File: config.mk
export PLATFORM = sky130hd
export DESIGN_NAME = instr_mem_loader
export DESIGN_NICKNAME = d
export VERILOG_FILES = /design/src/rtl/instr_mem_loader.sv
export SDC_FILE = /design/constraint.sdc
export NUM_CORES = 1
export LEC_CHECK = 0
export ABC_AREA = 1
export BUFFER_PORTS_ARGS = -buffer_cell sky130_fd_sc_hd__buf_2
export CORE_MARGIN = 4
export CORE_UTILIZATION = 55
export CTS_CLUSTER_DIAMETER = 150
export DETAILED_ROUTE_END_ITERATION = 7
export GPL_TIMING_DRIVEN = 0
export HOLD_SLACK_MARGIN = 0.03
export MAX_ROUTING_LAYER = met4
export PLACE_DENSITY_LB_ADDON = 0.1
export SKIP_CTS_REPAIR_TIMING = 1
export SLEW_MARGIN = 20
export SYNTH_ARGS = -nofsm -noshare
export SYNTH_HDL_FRONTEND = slang
export SYNTH_SLANG_ARGS = --single-unit
export TNS_END_PERCENT = 30
File: constraint.sdc
create_clock -name clk_i -period 3.8 [get_ports clk_i]
set_input_delay 0 -clock clk_i [delete_from_list [all_inputs] [get_ports clk_i]]
set_output_delay 0 -clock clk_i [all_outputs]
set_load 0.05 [all_outputs]
File: src/rtl/instr_mem_loader.sv
// Boot loader for the instruction memory: packs a little-endian byte stream into
// 32-bit words, writes them from address 0 upward and releases the CPU when done.
module instr_mem_loader #(
    parameter int ADDR_WIDTH = 10
) (
    input  logic                  clk_i,
    input  logic                  rst_i,
    input  logic                  start_i,
    input  logic [ADDR_WIDTH:0]   word_count_i,
    input  logic                  byte_valid_i,
    input  logic [7:0]            byte_data_i,
    output logic                  byte_ready_o,
    output logic                  mem_we_o,
    output logic [31:0]           mem_addr_o,
    output logic [31:0]           mem_data_o,
    output logic                  cpu_rst_o,
    output logic                  busy_o,
    output logic                  done_o,
    output logic                  err_o
);

    typedef enum logic [1:0] {IDLE, RECV, WRITE, DONE} state_t;

    localparam logic [ADDR_WIDTH:0] MAX_WORDS = {1'b1, {ADDR_WIDTH{1'b0}}};

    state_t                 state_q, state_d;
    logic [ADDR_WIDTH-1:0]  idx_q, idx_d;
    logic [ADDR_WIDTH:0]    cnt_q, cnt_d;
    logic [1:0]             byte_cnt_q, byte_cnt_d;
    logic [31:0]            asm_q, asm_d;
    logic                   mem_we_q, mem_we_d;
    logic [31:0]            mem_addr_q, mem_addr_d;
    logic [31:0]            mem_data_q, mem_data_d;
    logic                   cpu_rst_q, cpu_rst_d;
    logic                   busy_q, busy_d;
    logic                   done_q, done_d;
    logic                   err_q, err_d;

    logic can_start, count_bad, count_zero, arm_ok, accept, last_word;

    assign can_start  = start_i && (state_q == IDLE || state_q == DONE);
    assign count_bad  = word_count_i > MAX_WORDS;
    assign count_zero = word_count_i == '0;
    assign arm_ok     = can_start && !count_bad && !count_zero;
    assign accept     = byte_valid_i && (state_q == RECV);
    assign last_word  = ({1'b0, idx_q} + (ADDR_WIDTH+1)'(1)) == cnt_q;

    always_ff @(posedge clk_i) begin
        if (!rst_i) begin
            state_q <= IDLE;
        end else begin
            state_q <= state_d;
        end
    end

    always_comb begin
        state_d = state_q;
        case (state_q)
            IDLE, DONE: begin
                if (can_start && !count_bad) begin
                    state_d = count_zero ? DONE : RECV;
                end
            end
            RECV:    if (accept && byte_cnt_q == 2'd3) state_d = WRITE;
            WRITE:   state_d = last_word ? DONE : RECV;
            default: state_d = IDLE;
        endcase
    end

    // Registered outputs are derived from the next state so they line up with it.
    always_comb begin
        byte_ready_o = (state_q == RECV);
        idx_d        = idx_q;
        cnt_d        = cnt_q;
        byte_cnt_d   = byte_cnt_q;
        asm_d        = asm_q;
        mem_addr_d   = mem_addr_q;
        mem_data_d   = mem_data_q;
        if (arm_ok) begin
            cnt_d      = word_count_i;
            idx_d      = '0;
            byte_cnt_d = '0;
            asm_d      = '0;
        end
        if (accept) begin
            asm_d[{byte_cnt_q, 3'b000} +: 8] = byte_data_i;
            byte_cnt_d = byte_cnt_q + 2'd1;
        end
        if (state_q == WRITE && !last_word) begin
            idx_d      = idx_q + ADDR_WIDTH'(1);
            byte_cnt_d = '0;
        end
        mem_we_d = (state_d == WRITE);
        if (mem_we_d) begin
            mem_addr_d = {{(30-ADDR_WIDTH){1'b0}}, idx_q, 2'b00};
            mem_data_d = asm_d;
        end
        cpu_rst_d = (state_d == DONE);
        done_d    = (state_d == DONE);
        busy_d    = (state_d == RECV) || (state_d == WRITE);
        err_d     = can_start && count_bad;
    end

    always_ff @(posedge clk_i) begin
        if (!rst_i) begin
            idx_q      <= '0;
            cnt_q      <= '0;
            byte_cnt_q <= '0;
            asm_q      <= '0;
            mem_we_q   <= 1'b0;
            mem_addr_q <= '0;
            mem_data_q <= '0;
            cpu_rst_q  <= 1'b0;
            busy_q     <= 1'b0;
            done_q     <= 1'b0;
            err_q      <= 1'b0;
        end else begin
            idx_q      <= idx_d;
            cnt_q      <= cnt_d;
            byte_cnt_q <= byte_cnt_d;
            asm_q      <= asm_d;
            mem_we_q   <= mem_we_d;
            mem_addr_q <= mem_addr_d;
            mem_data_q <= mem_data_d;
            cpu_rst_q  <= cpu_rst_d;
            busy_q     <= busy_d;
            done_q     <= done_d;
            err_q      <= err_d;
        end
    end

    assign mem_we_o   = mem_we_q;
    assign mem_addr_o = mem_addr_q;
    assign mem_data_o = mem_data_q;
    assign cpu_rst_o  = cpu_rst_q;
    assign busy_o     = busy_q;
    assign done_o     = done_q;
    assign err_o      = err_q;

endmodule

; ---- Word level (Yosys, flattened, before mapping)
; Cells that the tools add are included.
[totals]
elab_cells = 57
output_inout_bits = 70
inputBits = 23
regBits = 103
[op_classes]
shifts = 2
addsub = 4
bitwise = 1
n_lt_le_gt_ge = 1
eq_ne = 8
n_mux = 12
reduce_logical = 18
[ops]
columns = op, count
row1 = 2-to-1 mux 32 bit, 2
row2 = bitwise mux 32 bit, 1
row3 = variable shift 8 x 7 -> 32 bit (first input constant), 1
row4 = indexed part select 8 x 7 -> 32 bit, 1
row5 = 2-to-1 mux 10 bit, 2
row6 = 2-to-1 mux 2 bit, 6
row7 = adder 10 x 1 -> 11 bit (second input constant), 1
row8 = equality test 11 bit, 1
row9 = > comparator 11 bit (second input constant), 1
row10 = zero test 11 bit, 1
row11 = adder 10 x 1 -> 10 bit (second input constant), 1
row12 = equality test 2 bit (second input constant), 5
row13 = logical AND 1 bit, 7
row14 = negation 5 -> 7 bit, 1
row15 = case mux 2 bit (3 select lines), 1
row16 = equality test 2 x 1 -> 1 bit (second input constant), 2
row17 = nonzero test 2 bit, 2
row18 = OR reduction 2 bit, 2
row19 = zero test 1 bit, 3
row20 = adder 2 x 1 -> 2 bit (second input constant), 1
row21 = zero test 2 bit, 1
row22 = logical OR 1 bit, 2
row23 = inverter 1 bit, 1

; ---- Depth between registers and ports, before layout
[logic_depth]
depth_word = 8
depth_mapped = 18
mapped_depth_nobuf = 16

; ---- Least setup slack after synthesis
; No wires, ideal clock.
[synth_path]
kind = register to register
startpoint = reg state_q[1]
endpoint = reg mem_data_q[10] (netlist: mem_data_o[10])
setup_slack_ps = 957
path_buffers = 3
stages_incl_launch_ff = 17
setup_ps = 117
t_arrival_ps = 2726
period_less_slack_ps = 2843
t_required_ps = 3683
cell_sequence = dfxtp_1 inv_1 ha_1 nand2_1 clkinv_1 nand2_1 clkbuf_1 a21oi_1 o21a_1 nand2_1 inv_1 ha_1 clkbuf_1 buf_1 nand3_1 o211ai_1 inv_1
[synth_via]
elab_cells_between_ends = 18
cone_classes = eq/ne: 4 / mux: 6 / reduce/logical: 8
[synth_lines]
columns = item, line_no
row1 = "start, declared", 26  ; state_t state_q, state_d;
row2 = "start signal, assigned", 52  ; state_q <= state_d;
row3 = equality test 2 x 1 -> 1 bit (*), n/a
row4 = net byte_ready_o, 12  ; output logic byte_ready_o,
row5 = logical AND 1 bit, 45  ; assign accept = byte_valid_i && (state_q == RECV);
row6 = logical AND 1 bit, 64  ; RECV: if (accept && byte_cnt_q == 2'd3) state_d = WRITE;
row7 = 2-to-1 mux 2 bit, 64
row8 = case mux 2 bit (3 select lines) (*), 58  ; case (state_q)
row9 = net state_d[0], 26
row10 = equality test 2 bit (*), 93  ; mem_we_d = (state_d == WRITE);
row11 = "end signal, assigned", 124  ; mem_data_q <= mem_data_d;
row12 = "end, declared", 33  ; logic [31:0] mem_data_q, mem_data_d;
; Mark *: on every way through the listed nets, which the timed path passes. The rest lies on a longest branch.
; A chain may end at the register's enable or synchronous reset.

; ---- Worst setup path in the final report
[layout_path]
startpoint = reg state_q[1]
endpoint = reg mem_data_q[30] (netlist: mem_data_o[30])
[layout_via]
elab_cells_between_ends = 18
cone_classes = eq/ne: 4 / mux: 6 / reduce/logical: 8
[layout_lines]
columns = item, line_no
row1 = equality test 2 bit or zero test 2 bit (tied branches), "41, 58"
row2 = logical OR 1 bit, 41  ; assign can_start = start_i && (state_q == IDLE || state_q == DONE);
row3 = logical AND 1 bit, 41
row4 = logical AND 1 bit, 60  ; if (can_start && !count_bad) begin
row5 = 2-to-1 mux 2 bit, 60
row6 = case mux 2 bit (3 select lines) (*), 58
row7 = net state_d[0], 26
row8 = equality test 2 bit (*), 93
; Marks and branches as above.

==> summary.md <==
CTS saw 103 sinks. In this run, synthesis produced a sequential element count of 103. By startpoint and endpoint, the worst setup path is classified as register to register. The layout-stage area growth over the synthesis result was 18.62%; the worst-case headroom to the max-slew limit was 55.18%. The routability congestion estimate is 0.9231.

Of the total power, the share spent switching nets is 37.82%. In the routed layout, each cell is associated on average with a via count of 5.335. After floorplanning, the core was divided into 33 placement rows. The post-synthesis area per instance was 7.307 um^2; the via count of the first global-routing pass was 4512.

The clock network accounts for 27.8% of the total power. The depth of the worst register-to-register path works out to 15. The number of search-and-repair iterations in the first detailed-routing pass was 8; the number of buffers inserted during clock tree synthesis was 9. The clock skew after layout is 0.01222 ns. Entering global routing, the biggest net connects 21 pins.

The insertion delay of the later-clocked pin in the worst-skew pair is 0.38 ns. For the pin with the worst max-slew slack, the measured transition is 0.6671 ns. The fraction of final layout cells with drive strength greater than 1 was 16.13%; the number of H-tree levels was 3.

Critical path endpoint category: a register. The worst supply voltage drop on vdd came out at 329.3 uV. During I/O placement, the number of pins put on the boundary was 93. Overall routed net length: 13.10 mm. The die is 101.8 um wide. Tracing the worst setup path back leads to its startpoint at state_q[1].

For this run, the leading register cell type out of synthesis is dfxtp_1. The area enclosed by the die boundary is 10360 um^2, and the die height is 101.8 um. For the number of distinct library cells after synthesis, the log shows 29.

The Yosys step of the flow raised 0 warnings. For this design the ratio of total power to cell area is 470.7 nW/um^2. Static timing analysis puts the maximum clock frequency at 295.3 MHz. The first global-routing pass estimated 21.24 mm of wire.

The cell sitting at the root of the clock tree is a clkbuf_8. TritonCTS built the clock tree. The tools report the critical register-to-register path startpoint as state_q[1].

In this run the remaining antenna-violating nets after routing total 0. The overall via count from detail_route came out at 4727. Number of buffers added on ports: 70. The count of flip-flops with a built-in enable after synthesis is 0.

The mapped netlist covers 4837 um^2. At the worst endpoint, the arrival time is 3.66 ns. The clock slew at the register clock pins of the worst setup and hold paths works out to 0.11 ns. The time the worst path needs with I/O delays and setup works out to 3.387 ns. Counting instances, the worst hold path has a depth of 5. Summed over all cells, the static leakage comes to 2.785 nW. The analysis attributes to net switching a power of 0.001021 W. Summed over all failing endpoints, the final setup total negative slack is 0 ns.

In the final routed layout, each cell accounts on average for 14.79 um. Setup violations remaining at the end of the flow were counted as 0. Synthesis produced 662 cells.

After layout, the worst path uses 89.12% of the clock period. The share of flip-flops with an asynchronous set or reset was 0%. The startpoint identified for the worst hold timing path is byte_data_i[7]. The half-perimeter wire length after placement came out at 9.807 mm. The number of nets at the end of the flow came out at 810. The tools report the global route total overflow as 0. For the overall power consumption, the log shows 0.002701 W. The worst setup path is launched from a register. At the placement stage, the worst setup path has a slack of 0.3219 ns. The count of final hold-check violations was 0; the post-route core utilization was 68.46%. Across the run, the number of max-cap violations was 0. After synthesis, flip-flops and latches occupy 42.63% of the total area. Along the worst path, the maximum fanout reaches 10. Maximum clock path buffer count: 2. The number of antenna violations at the first check in global routing is 0, and the total global routing track utilization is 26.80%. The logs give 0 for the remaining design rule violation count and 0.4133 ns for the post-layout worst setup margin. The internal power of the cells totals 0.001679 W.

Setup repair after global routing left no endpoint under its margin. The part of the power in combinational logic came out at 27.5%. The logs give 0 for the number of pins exceeding their max-slew limit in the final report and 8382 um^2 for the total core area. The repair_antennas step left the layout with diodes totalling 0. Worst min-delay path category: input pin to register.

At the worst endpoint, the required time is 4.07 ns. Of the total power, registers draw 44.7%. The flow ran to the end, and the final reports show no timing, DRC or antenna violations.

The initial core utilization is 57.71%. For this block, the initial DRC count from the detailed router was 249.
-- final timing paths --
path	slack (ns)	end
worst min register to register	0.48	cnt_q[1]
worst max register to register	0.41	mem_data_o[30]
worst min-delay path	0.02	asm_q[7]
worst max-delay path	0.41	mem_data_o[30]
-- synthesized netlist by cell type (3+ instances only) --
cell,number,share of area [%]
buf_1,3,0.23
nand4_1,3,0.39
nor3_1,3,0.31
ha_1,11,2.8
dfxtp_1,103,43
o211ai_1,32,5.0
o21ai_0,22,2.3
clkbuf_1,21,1.6
inv_1,90,7.0
buf_4,23,3.6
buf_2,5,0.52
a21oi_1,67,6.9
nand3_1,122,13
nand2_1,99,7.7
nor2_1,38,2.9
buf_6,5,1.2
-- final cells by class --
| class | count | area (um^2) |
|---|---|---|
| multi-input combinational | 432 | 2168 |
| clock inverter | 7 | 95.09 |
| buffer | 57 | 345.3 |
| inverter | 91 | 341.6 |
| timing repair buffer | 82 | 470.5 |
| sequential | 103 | 2062 |
| clock buffer | 9 | 123.9 |
| fill | 737 | 2644 |
| tap | 105 | 131.4 |
-- flip-flops by register name, summed over array words and instances (netlist names) --
| name | cells |
|---|---|
| mem_we_o | 1 |
| busy_o | 1 |
| byte_cnt_q | 2 |
| idx_q | 10 |
| cnt_q | 11 |
| asm_q | 32 |
| mem_data_o | 32 |
| state_q | 2 |
| mem_addr_o | 10 |
| done_o | 1 |
| err_o | 1 |
-- metrics by stage --
stage	instance area, um^2	std cells	hold WS (ns)
floorplan	4916	683	0.1471
CTS	5617	874	-0.1022
finish	5738	886	0.01961
detailed placement	5398	858	0.3003
global route	5738	886	0.03054
global placement	5398	858	0.2897
-- worst max-delay path, cell delays in order, from the launching register on --
cell	delay (ns)
dfxtp_1	0.38
inv_1	0.07
ha_1	0.25
nand2_1	0.18
clkinv_1	0.20
nand2_1	0.12
clkbuf_1	0.41
a21oi_1	0.15
o21a_1	0.20
nand2_1	0.09
inv_1	0.09
ha_1	0.23
clkbuf_2	0.26
clkbuf_1	0.36
o211ai_1	0.26
inv_1	0.05
-- layout by cell type (no fill, tap or decap), drive strengths merged --
master / instances
ha: 11
a21oi: 67
inv: 94
bufinv: 1
nand4: 3
or2: 2
nor3: 3
conb: 22
o211ai: 32
clkinv: 3
nand2: 100
nand3b: 2
o21a: 1
nand3: 123
o21bai: 2
clkbuf: 30
o21ai: 23
dfxtp: 103
dlygate4sd3: 12
buf: 106
nor2: 41
-- layer usage --
layer | routed length [um] | part of all wire [%] | vias up | GRT usage (%)
met2 | 6497 | 50 | 185 | 45.67
met3 | 839 | 6.4 | 47 | 5.716
met4 | 380 | 2.9 | 0 | 9.509
li1 | - | - | 2365 | -
met5 | 0 | 0 | - | -
met1 | 5388 | 41 | 2130 | 31.07
-- cells by family (layout without fill, tap and decap cells) --
logic type	after synthesis	in the layout	synth area share (%)
AND/OR/NAND/NOR	274	274	25.45
buffers and inverters	148	246	14.17
AO/OA/AOI/OAI	125	125	14.82
flip-flops	103	103	42.63
adder cells (fa/ha/maj)	11	11	2.845
other	1	22	0.07753
-- power by group through the flow --
stage | Sequential (W) | Combinational (W) | Clock (W)
2_1_floorplan | 0.00146 | 0.000322 | 0
3_3_place_gp | 0.00123 | 0.000719 | 0
3_5_place_dp | 0.00123 | 0.000728 | 0
4_1_cts | 0.00121 | 0.000731 | 0.000767
5_1_grt | 0.00122 | 0.000798 | 0.000803
6_report | 0.00121 | 0.000742 | 0.000751
Note: power is estimated with default switching activity, not from simulation.
